[src/rtl/i2c_slave_regmap.sv]
//==============================================================================
// Module : i2c_slave_regmap
// Brief  : Pointer-addressed register file behind an I2C slave byte engine,
//          with a host-side read/write port onto the same registers.
// Rev    : 1.0  initial release
//==============================================================================
`default_nettype none

module i2c_slave_regmap #(
    parameter int          PTR_W     = 4,
    parameter logic [7:0]  RESET_VAL = 8'h00
) (
    input  logic             clk,
    input  logic             reset,
    input  logic             i_frame_start,
    input  logic             i_frame_rw,
    input  logic [7:0]       i_rx_data,
    input  logic             i_rx_ready_n,
    output logic [7:0]       o_tx_data,
    input  logic             i_tx_next_n,
    input  logic [PTR_W-1:0] i_host_addr,
    input  logic             i_host_we,
    input  logic [7:0]       i_host_wdata,
    output logic [7:0]       o_host_rdata,
    output logic             o_wr_pulse,
    output logic [PTR_W-1:0] o_wr_addr,
    output logic [PTR_W-1:0] o_ptr
);

    localparam int c_NUM_REGS = 2**PTR_W;

    typedef enum logic [1:0] {
        ST_IDLE     = 2'd0,
        ST_WAIT_PTR = 2'd1,
        ST_WRITE    = 2'd2,
        ST_READ     = 2'd3
    } state_t;

    state_t           r_state;
    state_t           w_state_next;
    logic [PTR_W-1:0] r_ptr;
    logic [PTR_W-1:0] w_ptr_next;
    logic             w_i2c_we;
    logic             r_rx_prev;
    logic             r_tx_prev;
    logic             w_rx_evt;
    logic             w_tx_evt;
    logic [7:0]       r_regs [c_NUM_REGS];
    logic [7:0]       r_tx_data;
    logic             r_wr_pulse;
    logic [PTR_W-1:0] r_wr_addr;

    assign w_rx_evt = r_rx_prev & ~i_rx_ready_n;
    assign w_tx_evt = r_tx_prev & ~i_tx_next_n;

    always_ff @(posedge clk) begin
        if (!reset) begin
            r_state   <= ST_IDLE;
            r_ptr     <= '0;
            r_rx_prev <= 1'b1;
            r_tx_prev <= 1'b1;
        end else begin
            r_state   <= w_state_next;
            r_ptr     <= w_ptr_next;
            r_rx_prev <= i_rx_ready_n;
            r_tx_prev <= i_tx_next_n;
        end
    end

    // A new frame overrides any byte event landing in the same cycle.
    always_comb begin
        w_state_next = r_state;
        w_ptr_next   = r_ptr;
        w_i2c_we     = 1'b0;
        if (i_frame_start) begin
            w_state_next = i_frame_rw ? ST_READ : ST_WAIT_PTR;
        end else begin
            case (r_state)
                ST_WAIT_PTR: begin
                    if (w_rx_evt) begin
                        w_ptr_next   = i_rx_data[PTR_W-1:0];
                        w_state_next = ST_WRITE;
                    end
                end
                ST_WRITE: begin
                    if (w_rx_evt) begin
                        w_i2c_we   = 1'b1;
                        w_ptr_next = r_ptr + PTR_W'(1);
                    end
                end
                ST_READ: begin
                    if (w_tx_evt) begin
                        w_ptr_next = r_ptr + PTR_W'(1);
                    end
                end
                default: ;
            endcase
        end
    end

    // The I2C write is issued last so it wins a same-index collision.
    always_ff @(posedge clk) begin
        if (!reset) begin
            for (int i = 0; i < c_NUM_REGS; i++) begin
                r_regs[i] <= RESET_VAL;
            end
        end else begin
            if (i_host_we) begin
                r_regs[i_host_addr] <= i_host_wdata;
            end
            if (w_i2c_we) begin
                r_regs[r_ptr] <= i_rx_data;
            end
        end
    end

    always_ff @(posedge clk) begin
        if (!reset) begin
            r_tx_data  <= RESET_VAL;
            r_wr_pulse <= 1'b0;
            r_wr_addr  <= '0;
        end else begin
            r_tx_data  <= r_regs[w_ptr_next];
            r_wr_pulse <= w_i2c_we;
            if (w_i2c_we) begin
                r_wr_addr <= r_ptr;
            end
        end
    end

    assign o_tx_data    = r_tx_data;
    assign o_host_rdata = r_regs[i_host_addr];
    assign o_wr_pulse   = r_wr_pulse;
    assign o_wr_addr    = r_wr_addr;
    assign o_ptr        = r_ptr;

endmodule

`default_nettype wire

[config.mk]
export PLATFORM = sky130hd
export DESIGN_NAME = i2c_slave_regmap
export DESIGN_NICKNAME = d
export VERILOG_FILES = /design/src/rtl/i2c_slave_regmap.sv
export SDC_FILE = /design/constraint.sdc
export NUM_CORES = 1
export LEC_CHECK = 0
export ABC_AREA = 1
export BUFFER_PORTS_ARGS = -buffer_cell sky130_fd_sc_hd__buf_4
export CELL_PAD_IN_SITES_DETAIL_PLACEMENT = 0
export CELL_PAD_IN_SITES_GLOBAL_PLACEMENT = 1
export CORE_ASPECT_RATIO = 0.9
export CORE_MARGIN = 4
export CORE_UTILIZATION = 47
export DETAILED_ROUTE_END_ITERATION = 16
export PLACE_DENSITY_LB_ADDON = 0.1
export SLEW_MARGIN = 20
export SYNTH_ARGS = -nofsm -noshare
export SYNTH_HDL_FRONTEND = slang
export SYNTH_SLANG_ARGS = --single-unit
[constraint.sdc]
create_clock -name clk -period 2.8 [get_ports clk]
set_input_delay 0.56 -clock clk [delete_from_list [all_inputs] [get_ports clk]]
set_output_delay 0.56 -clock clk [all_outputs]
set_load 0.01 [all_outputs]
==> results, run 1 <==
- The flow ran to the end, and the final reports show no timing, DRC or antenna violations.
- The starting density of the core is 0.481.
- The number of pins with negative max-slew slack in the final report is 0.
- In this run the core area contains 48 standard-cell rows.
- The level count of the clock H-tree is 4.
- The leakage power of the design is 4.19 nW.
- In this run, post-CTS repair resized a total of 0 instances.
- Dividing the final minimum period by the clock period gives 0.913.
- The category of the worst setup path launch point is an input pin.
- The via count of the first global-routing pass is 8339.
- The overall die width is 156 µm.
- The count of vias placed by the detailed router is 8995.
- The net count of the finished layout is 1219.
- The core outline area is 0.0193 mm².
- The clock-pin transition on the worst setup and hold timing paths is 0.06 ns.
- Summed over all nets, the half-perimeter wirelength after detailed placement is 23200 µm.
- The quantity of I/O buffers inserted on ports is 51.
- The initial antenna violation count is 1.
- For this run, the total global-route usage over all layers was measured as 0.316.
- Dividing the synthesized area by the synthesized cell count gives 8.07 µm².
- The number of placed instances, taps included, is 1419.
- The first global-routing pass estimated 52000 µm of wire.
- Setup repair after global routing left no endpoint under its margin.
- In this run the worst path has a maximum fanout of 30.
- By area the synthesized netlist is led by edfxtp_1 (41%), nand3_1 (15%), o21ai_1 (6.7%).
- The maximum number of buffers from clock root to sink is 2.
- The average detailed-routed wire length per instance is 23.8 µm.
- The upper clock frequency limit is 0.391 GHz.
- The final hold violation count was 0.
- The signal on the critical path passes through buf_4 > inv_1 > nor2_1 > inv_1 > buf_12 > o22ai_1 > o21ai_0 > nand4_1 > buf_4.
- The clock latency at the later pin of the worst-skew pair is 0.43 ns.
- The overall die area is 0.0220 mm².
- The hold buffer count at CTS is 0.
- Counting every net in the synthesized netlist gives 1179.
- The worst setup path category is in2out.
- Synthesis handed over a netlist of 1148 instances.
- For this design the top-level I/O count stands at 52.
- Headroom to the max-slew limit came out at 0.463.
- The total power consumption of the routed design is 0.00575 W.
- Routability-driven placement finished with a final weighted congestion of 0.928.
- The number of optimization iterations in the first detailed-route pass is 6.
- The top-area cell type share of the netlist area is 0.415.
- The area added between synthesis and finish is 14.9%.
- Of the cells placed in the final design, the portion with a size suffix greater than 1 is 0.150.
- The setup total negative slack is 0 ns.
- The final wirelength is 34600 µm.
- The critical path data arrival time is 2.00 ns.
- The type of element capturing the critical path is an output port.
- Entering global routing, the biggest net connects 58 pins.
- Setup violations remaining at the end of the flow were counted as 0.
- The shortest period the worst path allows is 2.56 ns.
- The flip-flop and latch count after synthesis is 149.
- The detailed router finished its first iteration with 1334 violations.
- The worst path required time is 2.24 ns.
- The cell sitting at the root of the clock tree is a clkbuf_16.
- 0 antenna diodes ended up in the layout.
- Counting distinct cell types in the post-synthesis netlist gives 34.
- The number of clock sinks is 149.
- After global routing the overflow that remains totals 0.
- For this run, the number of Yosys warnings is 0.
- The final cell count without fillers is 1451.
- Dividing total power by cell area gives a power density of 540 mW/mm².
- In this run, CTS created clock tree buffers numbering 17.
- The standard cell with the maximum stage delay on the critical path is o21ai_0.
- The number of buffers inserted by post-CTS setup repair is 0.
- The tool flagged a number of max-cap violations equal to 0.
- The summed instance area of the synthesized netlist is 0.00927 mm².
- The post-detailed-route DRC marker count is 0.
- The delay contributed by the slowest stage of the critical path is 0.35 ns.
- The maximum resistive drop on vdd is 0.399 mV.
- The residual antenna-violating net count after detailed routing is 0.
- The average via count per standard cell is 6.20.
- The worst setup skew after layout is 0.00771 ns.
- For the pin with the worst max-slew slack, the measured transition is 0.805 ns.
- The path class of the tightest hold or removal check is in2reg.
- The share of the yosys chip area belonging to registers is 0.460.
- The most area-hungry cell type in the Yosys netlist is edfxtp_1.
- TritonCTS built the clock tree.
- The floorplan step set the die height to 141 µm.
-- synthesized netlist by cell type, drive strengths merged --
cell,n
nand2,141
dfxtp,21
o211ai,2
clkinv,1
o21ai,210
a21oi,21
nand3b,28
nand4,12
nor2,48
ha,4
inv,138
buf,60
o22ai,29
a31oi,1
clkbuf,25
nand3,277
or2,1
edfxtp,128
a32oi,1
-- power breakdown --
| group | switching, W | internal (W) |
|---|---|---|
| Sequential | 0.0000494 | 0.00252 |
| Clock | 0.00103 | 0.00143 |
| Combinational | 0.000508 | 0.000219 |
| Total | 0.00159 | 0.00417 |
-- cells in the final DEF (no fill, tap or decap), drive strengths merged, types with 2 or more instances in the layout --
cell / instances
ha: 4
dfxtp: 21
edfxtp: 128
nand3b: 28
a21oi: 21
clkinv: 5
clkbuf: 17
nor2: 48
o22ai: 29
nand4: 12
clkinvlp: 2
o211ai: 2
o21ai: 210
nand3: 277
nand2: 141
inv: 144
buf: 106
bufinv: 3
-- final cells by class --
type,count,area [µm²]
fill,1794,8630
sequential,149,4260
multi-input combinational,775,4050
timing repair buffer,106,883
inverter,139,522
clock buffer,17,425
tap,250,313
clock inverter,15,194
-- worst max-delay path, delay by kind of cell --
kind	cells	cell delay, ns
buf+inv	5	0.68
simple gates	2	0.31
compound gates	2	0.43
-- metal layers --
layer,global-route usage,routed length [µm],vias up,share of wire
met1,0.463,14300,4147,0.41
met5,0,0,-,0
li1,-,-,4106,-
met4,0.134,1460,0,0.042
met2,0.465,14700,650,0.43
met3,0.0522,4100,92,0.12
-- sequential cells by signal (all words and copies together) (netlist names) --
signal and cells:
o_wr_addr 4, o_ptr 4, r_tx_prev 1, r_rx_prev 1
o_wr_pulse 1, r_state 2, r_regs 128, o_tx_data 8
-- cells by family after synthesis --
| kind of cell | Yosys count | share of synthesized area |
|---|---|---|
| AND/OR/NAND/NOR | 507 | 0.282 |
| flip-flops | 149 | 0.460 |
| buffers and inverters | 224 | 0.104 |
| adder cells (fa/ha/maj) | 4 | 0.00540 |
| AO/OA/AOI/OAI | 264 | 0.149 |
-- per-stage QoR --
stage / setup slack (ns) / hold WS, ns / utilization / area, µm²
after floorplan: 0.544 / 0.499 / - / 9270
after global placement: 0.250 / 0.520 / 0.520 / 10000
after detailed placement: 0.251 / 0.501 / 0.520 / 10000
after CTS: 0.251 / 0.317 / 0.552 / 10600
after global routing: 0.181 / 0.320 / 0.552 / 10600
final: 0.244 / 0.330 / 0.552 / 10600
-- worst paths after layout --
path	startpoint	end	slack, ns	cells past startpoint
worst max-delay path	i_host_addr[1]	o_host_rdata[7]	0.24	9
worst min-delay path	i_rx_ready_n	r_rx_prev	0.33	3
worst max register to register	o_ptr[0]	o_tx_data[2]	0.46	12
worst min register to register	o_ptr[1]	o_wr_addr[1]	0.51	2
Note: power is estimated with default switching activity, not from simulation.
==> run 2, diff against run 1 <==
--- a/config.mk
+++ b/config.mk
@@ -10,8 +10,8 @@
 export CELL_PAD_IN_SITES_DETAIL_PLACEMENT = 0
 export CELL_PAD_IN_SITES_GLOBAL_PLACEMENT = 1
 export CORE_ASPECT_RATIO = 0.9
-export CORE_MARGIN = 4
-export CORE_UTILIZATION = 47
+export CORE_MARGIN = 2
+export CORE_UTILIZATION = 40
 export DETAILED_ROUTE_END_ITERATION = 16
 export PLACE_DENSITY_LB_ADDON = 0.1
 export SLEW_MARGIN = 20
==> results, run 2 (same netlist as run 1, synthesis figures left out) <==
- The run finished with clean final reports.
- The worst hold slack across all endpoints is 0.318 ns (-0.0122 ns).
- The slew at the pin closest to its max-slew limit is 0.833 ns (+0.0287 ns).
- The setup slack of the worst register-to-register path is 0.35 ns (-0.11 ns).
- Tracing the worst setup path back leads to its startpoint at i_host_addr[1].
- The delay contributed by the slowest stage of the critical path came to 0.53 ns (+0.18 ns).
- The core outline area came to 0.0226 mm² (+17%).
- The final wirelength came to 37100 µm (+7.3%).
- The worst flop-to-flop path startpoint is o_ptr[1].
- The top register by number of flip-flops is r_regs.
- The number of buffers added by the clock tree synthesis step is 17 (unchanged).
- The clock tree from TritonCTS is yes.
- Setup repair after global routing left no endpoint under its margin.
- The worst hold path stage count came to 3 (unchanged).
- The worst-path maximum fanout is 33 (+10%).
- The number of optimization iterations in the first detailed-route pass was 6 (unchanged).
- In the layout the commonest cells are nand3_1 (269), inv_1 (132), edfxtp_1 (128).
- The worst path required time is 2.24 ns (about the same).
- The endpoint with the worst hold slack is r_rx_prev.
- The startpoint identified for the worst hold timing path is i_rx_ready_n.
- The clock-pin transition on the worst setup and hold timing paths is 0.07 ns (about the same).
- The final hold violation count came to 0 (unchanged).
- The worst slew margin relative to its limit is 0.444 (-0.0191).
- The I/O pin count was 52 (unchanged).
- The critical path data arrival time is 2.11 ns (+0.11 ns).
- The setup violation total in the final timing report is 0 (unchanged).
- The max-capacitance violation count was 0 (unchanged).
- The average detailed-routed wire length per instance is 24.7 µm (+3.7%).
- The number of pins with negative max-slew slack in the final report is 0 (unchanged).
- The leakage power of the design was 4.20 nW (about the same).
- The total congestion overflow after global routing is 0 (unchanged).
- The most frequent standard cell in the layout excluding fill and tap cells is nand3_1.
- The overall die area came to 0.0244 mm² (+11%).
- The vertical die dimension is 148 µm (+5.1%).
- The critical path goes through buf_4 > inv_1 > nand2_1 > buf_12 > o21ai_0 > o21ai_0 > buf_4 > nand4_1 > buf_4.
- The type of element capturing the critical path is an output port.
- The residual antenna-violating net count after detailed routing was 0 (unchanged).
- The antenna cell count is 0 (unchanged).
- The via count of the first global-routing pass came to 8461 (+1.5%).
- The initial antenna violation count came to 0 (-1).
- The total of fill cells in the finished design is 2290 (+28%).
- The starting density of the core is 0.409 (-0.0714).
- The detailed-placement wirelength estimate was 25700 µm (+11%).
- The average via count per standard cell came to 5.97 (-3.8%).
- The minimum setup slack in the final design came to 0.125 ns (-0.118 ns).
- The hold buffer count at CTS is 0 (unchanged).
- On the critical path, the stage with the largest delay is an instance of o21ai_0.
- The critical path is of the in2out type.
- The initial DRC count is 1042 (-22%).
- The global placer's final weighted congestion is 0.960 (+3.4%).
- The worst reg2reg path depth is 13 (+1).
- The root buffer cell chosen for the clock tree is clkbuf_16.
- The global router's overall resource usage is 0.312 (-0.00409).
- The number of clock sinks is 149 (unchanged).
- The worst slack after detailed placement is 0.0902 ns (-0.161 ns).
- The power density of the placed cells is 526 mW/mm² (-2.7%).
- The shortest period the worst path allows is 2.67 ns (+0.118 ns).
- The fraction of final layout cells with drive strength greater than 1 was 0.150 (+0.000332).
- The count of vias placed by the detailed router is 8961 (-0.38%).
- The endpoint of the most critical register-to-register path is o_tx_data[4].
- The number of cell rows is 52 (+8.3%).
- The maximum number of buffers from clock root to sink came to 2 (unchanged).
- The class of the worst hold path is in2reg.
- The final cell count without fillers came to 1502 (+3.5%).
- The share of the clock period used by the worst path after layout was 0.955 (+0.0423).
- The number of instances in the placed design is 1470 (+3.6%).
- The level count of the clock H-tree is 4 (unchanged).
- The setup total negative slack is 0 ns (unchanged).
- The flip-flop count of the largest register after layout came to 128 (unchanged).
- The post-detailed-route DRC marker count is 0 (unchanged).
- The category of the worst setup path launch point is an input pin.
- The critical path's most frequent cell is buf_4.
- The upper clock frequency limit is 0.374 GHz (-4.4%).
- The maximum resistive drop on vdd is 0.340 mV (-15%).
- The largest net degree at the start of global routing is 58 (unchanged).
- The clock latency at the later pin of the worst-skew pair came to 0.44 ns (about the same).
- The number of nets in the layout is 1223 (+0.33%).
- The area added between synthesis and finish is 15.6%.
- The overall die width is 164 µm (+5.4%).
- The worst setup skew after layout is 0.0136 ns (+0.00586 ns).
- The global-route wire length before repair was 54800 µm (+5.4%).
- The quantity of I/O buffers inserted on ports is 51 (unchanged).
-- run 2: area by class of cell --
cell class | count | area, µm² | share of cell area
clock buffer | 17 | 425 | 0.0397
inverter | 139 | 522 | 0.0487
multi-input combinational | 775 | 4050 | 0.378
sequential | 149 | 4260 | 0.398
timing repair buffer | 110 | 938 | 0.0876
clock inverter | 15 | 144 | 0.0134
tap | 297 | 372 | 0.0347
-- run 2: metrics by stage --
stage           util  power (W)  cell area [µm²]
2_1_floorplan      -    0.00300             9270
3_3_place_gp   0.448    0.00336            10100
3_5_place_dp   0.448    0.00336            10100
4_1_cts        0.473    0.00563            10700
5_1_grt        0.473    0.00580            10700
6_report       0.473    0.00563            10700
-- run 2: what timing repair did --
item / 4_1_cts / 5_1_grt
setup endpoints to repair: 0 / 1
resized for setup: 0 / 1
buffers inserted: 0 / 0
-- run 2: per-layer routing --
layer,routed length [µm],part of all wire,track usage
met1,15000,0.40,0.420
met2,16600,0.45,0.480
met3,3590,0.097,0.0731
met4,1960,0.053,0.141
met5,0,0,0
-- run 2: critical path: cells and delay by family --
kind            cells  cell delay, ns
compound gates      2            0.71
simple gates        2            0.18
buf+inv             5            0.65
-- run 2: how the worst max path moves through the flow --
| stage | to | slack (ns) |
|---|---|---|
| floorplan | o_host_rdata[5] | 0.54 |
| CTS | o_host_rdata[1] | 0.1 |
| finish | o_host_rdata[5] | 0.13 |
| global placement | o_host_rdata[1] | 0.03 |
| detailed placement | o_host_rdata[1] | 0.09 |
| global route | o_host_rdata[5] | 0.13 |
-- run 2: report_power, final --
group / internal, W / total (W) / switching (W)
logic: 0.000226 / 0.000769 / 0.000543
registers: 0.00252 / 0.00257 / 0.0000473
clock network: 0.00125 / 0.00230 / 0.00105
